--- src/rtl/axi_mst_traffic_gen.sv ---
//------------------------------------------------------------------------------
// Module  : axi_mst_traffic_gen
// Brief   : AXI3-style traffic master. On start it issues NUM_WR write bursts
//           and NUM_RD read bursts concurrently. Ids, lengths and payloads are
//           deterministic. Outstanding bursts are tracked in each direction.
// Macro   : AXI_MST_TRAFFIC_GEN_CHECK_EN - when defined, response ids, resp
//           codes and rlast placement are also checked and reported on err.
// Revision: 1.0 - initial release
//------------------------------------------------------------------------------
`default_nettype none

module axi_mst_traffic_gen #(
  parameter int AXI_ID_W   = 4,
  parameter int AXI_DATA_W = 32,
  parameter int OSTD_NUM   = 4,
  parameter int NUM_WR     = 16,
  parameter int NUM_RD     = 16
) (
  input  logic                  aclk,
  input  logic                  aresetn,
  input  logic                  start,
  output logic                  done,
  output logic                  err,
  output logic                  awvalid,
  input  logic                  awready,
  output logic [AXI_ID_W-1:0]   awid,
  output logic [3:0]            awlen,
  output logic                  wvalid,
  input  logic                  wready,
  output logic [AXI_ID_W-1:0]   wid,
  output logic [AXI_DATA_W-1:0] wdata,
  output logic                  wlast,
  input  logic                  bvalid,
  output logic                  bready,
  input  logic [AXI_ID_W-1:0]   bid,
  input  logic [1:0]            bresp,
  output logic                  arvalid,
  input  logic                  arready,
  output logic [AXI_ID_W-1:0]   arid,
  output logic [3:0]            arlen,
  input  logic                  rvalid,
  output logic                  rready,
  input  logic [AXI_ID_W-1:0]   rid,
  input  logic [AXI_DATA_W-1:0] rdata,
  input  logic [1:0]            rresp,
  input  logic                  rlast
);

  localparam int               CNT_W    = $clog2(OSTD_NUM) + 1;
  localparam logic [CNT_W-1:0] OSTD_MAX = CNT_W'(OSTD_NUM);
  localparam logic [7:0]       NUM_WR_C = 8'(NUM_WR);
  localparam logic [7:0]       NUM_RD_C = 8'(NUM_RD);

  localparam logic [1:0] WR_IDLE = 2'd0;
  localparam logic [1:0] WR_ADDR = 2'd1;
  localparam logic [1:0] WR_DATA = 2'd2;
  localparam logic [0:0] RD_IDLE = 1'b0;
  localparam logic [0:0] RD_ADDR = 1'b1;

  logic [1:0]       wr_state;
  logic [7:0]       wr_k;
  logic [3:0]       wr_beat;
  logic [CNT_W-1:0] wr_ostd;
  logic [0:0]       rd_state;
  logic [7:0]       rd_j;
  logic [CNT_W-1:0] rd_ostd;
  logic [7:0]       b_cnt;
  logic [7:0]       r_cnt;
  logic [7:0]       b_cnt_nxt;
  logic [7:0]       r_cnt_nxt;

  logic start_ok;
  logic aw_hs, w_hs, ar_hs, b_hs, r_hs;
  logic b_ok, b_orphan, r_ok, r_orphan, r_pop;
  logic wr_final, rd_final;
  logic chk_err;
  logic unused_rsp;

  // A run may only be launched when both directions are quiescent.
  assign start_ok = start && (wr_state == WR_IDLE) && (rd_state == RD_IDLE);

  assign aw_hs = awvalid && awready;
  assign w_hs  = wvalid && wready;
  assign ar_hs = arvalid && arready;
  assign b_hs  = bvalid && bready;
  assign r_hs  = rvalid && rready;

  // Responses only count when a burst is actually outstanding; others are errors.
  assign b_ok     = b_hs && (wr_ostd != '0);
  assign b_orphan = b_hs && (wr_ostd == '0);
  assign r_ok     = r_hs && (rd_ostd != '0);
  assign r_orphan = r_hs && (rd_ostd == '0);
  assign r_pop    = r_ok && rlast;

  assign wr_final = (wr_k == 8'(NUM_WR - 1));
  assign rd_final = (rd_j == 8'(NUM_RD - 1));

  // Write channel outputs are pure functions of the burst index and beat.
  assign awvalid = (wr_state == WR_ADDR) && (wr_ostd < OSTD_MAX);
  assign awid    = AXI_ID_W'(wr_k);
  assign awlen   = wr_k[3:0];
  assign wvalid  = (wr_state == WR_DATA);
  assign wid     = awid;
  assign wdata   = AXI_DATA_W'({wr_k, 4'h0, wr_beat});
  assign wlast   = wvalid && (wr_beat == awlen);

  // arlen = 3*j mod 16, computed in 4 bits so the wrap is free.
  assign arvalid = (rd_state == RD_ADDR) && (rd_ostd < OSTD_MAX);
  assign arid    = AXI_ID_W'(rd_j);
  assign arlen   = {rd_j[2:0], 1'b0} + rd_j[3:0];

  assign bready = aresetn;
  assign rready = aresetn;

  // Write FSM: address phase, then awlen+1 data beats, repeated NUM_WR times.
  always_ff @(posedge aclk or negedge aresetn) begin
    if (!aresetn) begin
      wr_state <= WR_IDLE;
      wr_k     <= '0;
      wr_beat  <= '0;
    end else begin
      case (wr_state)
        WR_IDLE: begin
          if (start_ok) begin
            wr_state <= WR_ADDR;
            wr_k     <= '0;
            wr_beat  <= '0;
          end
        end
        WR_ADDR: begin
          if (aw_hs) begin
            wr_state <= WR_DATA;
            wr_beat  <= '0;
          end
        end
        WR_DATA: begin
          if (w_hs) begin
            if (wlast) begin
              wr_beat  <= '0;
              wr_k     <= wr_k + 8'd1;
              wr_state <= wr_final ? WR_IDLE : WR_ADDR;
            end else begin
              wr_beat <= wr_beat + 4'd1;
            end
          end
        end
        default: wr_state <= WR_IDLE;
      endcase
    end
  end

  // Read FSM: one address handshake per burst, NUM_RD bursts per run.
  always_ff @(posedge aclk or negedge aresetn) begin
    if (!aresetn) begin
      rd_state <= RD_IDLE;
      rd_j     <= '0;
    end else begin
      case (rd_state)
        RD_IDLE: begin
          if (start_ok) begin
            rd_state <= RD_ADDR;
            rd_j     <= '0;
          end
        end
        RD_ADDR: begin
          if (ar_hs) begin
            rd_j     <= rd_j + 8'd1;
            rd_state <= rd_final ? RD_IDLE : RD_ADDR;
          end
        end
        default: rd_state <= RD_IDLE;
      endcase
    end
  end

  // Outstanding-burst occupancy; simultaneous issue and retire cancel out.
  always_ff @(posedge aclk or negedge aresetn) begin
    if (!aresetn) begin
      wr_ostd <= '0;
      rd_ostd <= '0;
    end else begin
      case ({w_hs && wlast, b_ok})
        2'b10:   wr_ostd <= wr_ostd + 1'b1;
        2'b01:   wr_ostd <= wr_ostd - 1'b1;
        default: wr_ostd <= wr_ostd;
      endcase
      case ({ar_hs, r_pop})
        2'b10:   rd_ostd <= rd_ostd + 1'b1;
        2'b01:   rd_ostd <= rd_ostd - 1'b1;
        default: rd_ostd <= rd_ostd;
      endcase
    end
  end

  assign b_cnt_nxt = start_ok ? 8'd0 : b_cnt + {7'd0, b_ok};
  assign r_cnt_nxt = start_ok ? 8'd0 : r_cnt + {7'd0, r_pop};

  // Completion counters, sticky done (cleared by start) and sticky err.
  always_ff @(posedge aclk or negedge aresetn) begin
    if (!aresetn) begin
      b_cnt <= '0;
      r_cnt <= '0;
      done  <= 1'b0;
      err   <= 1'b0;
    end else begin
      b_cnt <= b_cnt_nxt;
      r_cnt <= r_cnt_nxt;
      done  <= !start_ok && (done || ((b_cnt_nxt == NUM_WR_C) && (r_cnt_nxt == NUM_RD_C)));
      err   <= err || b_orphan || r_orphan || chk_err;
    end
  end

`ifdef AXI_MST_TRAFFIC_GEN_CHECK_EN
  localparam int               PTR_W    = (OSTD_NUM > 1) ? $clog2(OSTD_NUM) : 1;
  localparam logic [PTR_W-1:0] PTR_LAST = PTR_W'(OSTD_NUM - 1);

  logic [3:0]          fifo_len [OSTD_NUM];
  logic [AXI_ID_W-1:0] fifo_id  [OSTD_NUM];
  logic [PTR_W-1:0]    fifo_wptr;
  logic [PTR_W-1:0]    fifo_rptr;
  logic [3:0]          r_beat;

  // Remember length and id of every accepted read burst, in issue order.
  always_ff @(posedge aclk) begin
    if (ar_hs) begin
      fifo_len[fifo_wptr] <= arlen;
      fifo_id[fifo_wptr]  <= arid;
    end
  end

  // FIFO pointers and the beat position inside the current read burst.
  always_ff @(posedge aclk or negedge aresetn) begin
    if (!aresetn) begin
      fifo_wptr <= '0;
      fifo_rptr <= '0;
      r_beat    <= '0;
    end else begin
      if (ar_hs) begin
        fifo_wptr <= (fifo_wptr == PTR_LAST) ? '0 : fifo_wptr + 1'b1;
      end
      if (r_pop) begin
        fifo_rptr <= (fifo_rptr == PTR_LAST) ? '0 : fifo_rptr + 1'b1;
      end
      if (r_ok) begin
        r_beat <= rlast ? 4'd0 : r_beat + 4'd1;
      end
    end
  end

  // Writes complete in order, so the expected bid is the completion count.
  assign chk_err = (b_ok && ((bid != AXI_ID_W'(b_cnt)) || (bresp != 2'b00))) ||
                   (r_ok && ((rid != fifo_id[fifo_rptr]) || (rresp != 2'b00) ||
                             (rlast != (r_beat == fifo_len[fifo_rptr]))));
  assign unused_rsp = ^rdata;
`else
  assign chk_err    = 1'b0;
  assign unused_rsp = ^{bid, bresp, rid, rresp, rdata};
`endif

endmodule

`default_nettype wire
--- config.mk ---
export PLATFORM = sky130hd
export DESIGN_NAME = axi_mst_traffic_gen
export DESIGN_NICKNAME = d
export VERILOG_FILES = /design/src/rtl/axi_mst_traffic_gen.sv
export SDC_FILE = /design/constraint.sdc
export NUM_CORES = 1
export LEC_CHECK = 0
export ABC_CLOCK_PERIOD_IN_PS = 5400
export CELL_PAD_IN_SITES_DETAIL_PLACEMENT = 1
export CELL_PAD_IN_SITES_GLOBAL_PLACEMENT = 2
export CORE_ASPECT_RATIO = 1.2
export CORE_UTILIZATION = 28
export DETAILED_ROUTE_END_ITERATION = 10
export PLACE_DENSITY = 0.9
export SKIP_CTS_REPAIR_TIMING = 1
export SLEW_MARGIN = 20
export SYNTH_ARGS = -nofsm -noshare
export SYNTH_HDL_FRONTEND = slang
export SYNTH_SLANG_ARGS = --single-unit
--- constraint.sdc ---
create_clock -name aclk -period 5.4 [get_ports aclk]
set_input_delay 1.62 -clock aclk [delete_from_list [all_inputs] [get_ports aclk]]
set_output_delay 1.62 -clock aclk [all_outputs]
set_load 0.01 [all_outputs]
# Word level (Yosys, flattened, before mapping)
# Cells that the tools add are included.
# totals
ff_bits,47
# op_classes
n_addsub,10
magnitude_cmp,2
eq_ne,17
n_mux,25
bitwise,1
reduce_logical,35
# op_table
cell,count
8-bit 2-to-1 mux,6
8-bit one-hot mux with 2 select lines,2
1-bit logical AND,18
8-bit by 1-bit adder with 8-bit output,2
"8-bit by 1-bit adder with 8-bit output, second input constant",2
"8-bit by 4-bit == test with 1-bit output, second input constant",2
"8-bit by 5-bit == test with 1-bit output, second input constant",2
4-bit 2-to-1 mux,4
3-bit one-hot mux with 2 select lines,2
4-bit one-hot mux with 3 select lines,1
4-bit AND reduction,3
3-bit nonzero test,3
2-bit 2-to-1 mux,4
"3-bit by 1-bit adder with 3-bit output, second input constant",2
"2-bit by 1-bit == test with 1-bit output, second input constant",3
"2-bit == test, second input constant",3
3-bit zero test,2
"3-bit < comparator, second input constant",2
"2-bit by 1-bit inequality test with 1-bit output, second input constant",3
"2-bit inequality test, second input constant",3
2-bit one-hot mux with 3 select lines,1
2-bit nonzero test,3
"3-bit by 1-bit subtractor with 3-bit output, second input constant",2
"4-bit by 1-bit adder with 4-bit output, second input constant",1
other kinds (9),14

# Depth between registers and ports, before layout
# logic_depth
word_depth,9
mapped_depth,13
ltp_nobuf,11

# Worst setup path before layout
# OpenSTA, ideal clock, no wires.
# synth_timing
path_kind,input-to-output
from,in aresetn
to,out bready
arrival_ns,1.739
required_ns,3.780
path_slack_ns,2.041
cell_stages,1
path_buffers,1
cell_sequence,buf_4
# synth_rtl
element,line,rtl
start: declaration,20,"input logic aresetn,"
end: declaration,34,"output logic bready,"
# No word-level cell between the ends.

# Worst setup path after layout
# layout_timing
from,in aresetn
to,out rready
# layout_rtl
element,line,rtl
end: declaration,42,"output logic rready,"
# No word-level cell between the ends.

==> impl_metrics.yaml <==
status:
  status: "finished, final reports clean"
floorplan:
  die_w_um: 95.3
  core_mm2: 0.0101
  dieArea_mm2: 0.0109
  fp.dieH_um: 114
  initial_utilization_pct: 29.0
  pin_count: 113
  fp-row-count: 40
worst_setup_path:
  cp_cell_sequence: "buf_2 > clkdlybuf4s50_1"
  crit_buf_inv: 2
  slowest_stage: "clkdlybuf4s50_1"
  required_ns: 3.78
  cp-end-kind: "output pin"
  critical_path_class: "in2out"
  slowest_delay_ns: 0.53
  startpoint_type: "input pin"
  cp.arrival_ns: 2.26
  critPathTopFamily: "buffers and inverters"
  crit_fanout: 3
cts:
  numCtsBuffers: 5
  clkLatencyLatePin_ns: 0.29
  clock_sinks: 47
  cts_max_level: 2
  clockRootBuffer: "clkbuf_16"
  clk_pin_slew_ns: 0.06
  cts_buffer_depth: 2
  cts_tree: "yes"
yosys:
  synth_cell_types: 51
  ys.warnings.count: 0
  synth-seq-area-share_pct: 40.2
  syn_avg_cell_area_um2: 9.51
  async_flop_share_pct: 100
  ys_seq_elements: 47
  synth-edff-count: 0
  synth_cells: 308
  ys_dominant_reg_cell: "dfrtp_1"
  syn_area_mm2: 0.00293
drt:
  ant_nets: 0
  drc: 0
  vias: 2207
  post_drt_wl_per_cell_um: 14.0
  dr.pass1.iters: 4
  finalWirelength_um: 6500
  via_per_inst: 4.75
  drt_iter0_markers: 54
layout:
  final_util_pct: 34.6
  final_layout_size_suffix_gt1_share_pct: 5.90
  final_area_mm2: 0.00350
  diodes: 0
  final_cells: 465
  fillers: 1168
  finalNetCount: 405
  area_growth_pct: 19.5
  final_cell_mix: "dfrtp_1 (47), clkdlybuf4s50_1 (47), nor2_1 (26)"
timing:
  drv_slew: 0
  hold_viol: 0
  tightest_slew_ns: 0.814
  setup-tns-final_ns: 0
  max_freq_mhz: 258
  holdWs_ns: 0.461
  setup_viol: 0
  rsz0062_at_grt: "no"
  min_period_ns: 3.88
  max_slew_margin_pct: 45.5
  clock_skew_ns: 0.00658
  min_period_over_period_pct: 71.9
  setup_slack_ns: 1.52
power:
  peakVddDrop_uv: 130
  power.density_mw_per_mm2: 473
  p_leak_nw: 1.56
  power_mw: 1.65
global_routing:
  grt_start_max_net_pins: 51
  grt_use_total_pct: 13.2
  grt_pass1_vias: 2324
  antenna_found_initial: 0
  overflow: 0
  grt_pass1_wl_um: 11300
placed_design:
  placed_cells: 457
  gp_congestion: 0.747
  dpl.hpwl_um: 4830
  placed_area_mm2: 0.00331
  post-place-ws_ns: 1.34
  port_buffers: 48
min_path:
  min_path_type: "reg2reg"
job:
  cap_violations: 0
[state kept, by name, summed over array words and instances, names as in the netlist]
name	cells
b_cnt	8
done	1
err	1
r_cnt	8
rd_j	8
rd_ostd	3
rd_state	1
wr_beat	4
wr_k	8
wr_ostd	3
wr_state	2
[report_power, final]
part / internal, mW / switching, mW
Sequential: 0.448 / 0.134
Combinational: 0.359 / 0.317
Clock: 0.265 / 0.131
Total: 1.07 / 0.582
[area by class of cell]
class / count / area [um^2] / share of cell area, %
Sequential cell: 47 / 1180 / 33.6
Multi-Input combinational cell: 215 / 1410 / 40.4
Clock inverter: 2 / 60.1 / 1.72
Timing Repair Buffer: 50 / 490 / 14.0
Tap cell: 126 / 158 / 4.51
Inverter: 19 / 71.3 / 2.04
Clock buffer: 6 / 129 / 3.68
[kinds of logic after synthesis]
family / after synthesis / share of synthesized area (%)
xor+xnor: 31 / 9.27
mux: 3 / 1.07
flops: 47 / 40.2
buf+inv: 65 / 14.0
compound gates: 47 / 10.4
simple gates: 100 / 18.2
other cells: 1 / 0.128
fa+ha+maj: 14 / 6.75
[worst paths after layout]
path,slack [ns],cells after the start,endpoint,from
worst max register to register,2.90,10,wr_ostd[2],wr_k[3]
max in group asynchronous,3.48,2,rd_ostd[0],aresetn
worst min-delay path,0.46,1,err,err
worst min register to register,0.46,1,err,err
min in group asynchronous,1.48,2,b_cnt[0],aresetn
worst max-delay path,1.52,2,rready,aresetn
[cells in the mapped netlist, drive strengths merged (2+ instances only)]
master   n  area [um^2]
nor3     5         25.0
nor2    27          104
and3     7         43.8
nand2b   2         12.5
or3      2         12.5
clkbuf   2         7.51
a21o     2         15.0
xnor2   10         87.6
a22o     3         26.3
ha      11          138
nand3   16         85.1
a31oi    4         25.0
mux2i    2         20.0
buf     44          330
o21ai   15         75.1
nor4     3         33.8
xor2    21          184
nand2   17         63.8
and2     4         25.0
inv     19         71.3
nor2b    5         31.3
a21oi   13         76.3
nand4    4         25.0
fa       3         60.1
nor4b    2         17.5
or4b     2         23.8
a2111o   2         22.5
dfrtp   47         1180
o22ai    2         12.5
[metal layers]
metal	share of wire [%]	track usage [%]	wire [um]	vias up
li1	-	-	-	1049
met1	41	15.8	2650	1101
met2	54	23.3	3500	51
met3	3.9	2.60	254	6
met4	1.4	4.34	94	0
met5	0	0	0	-
Power figures use the tool's default switching activity.
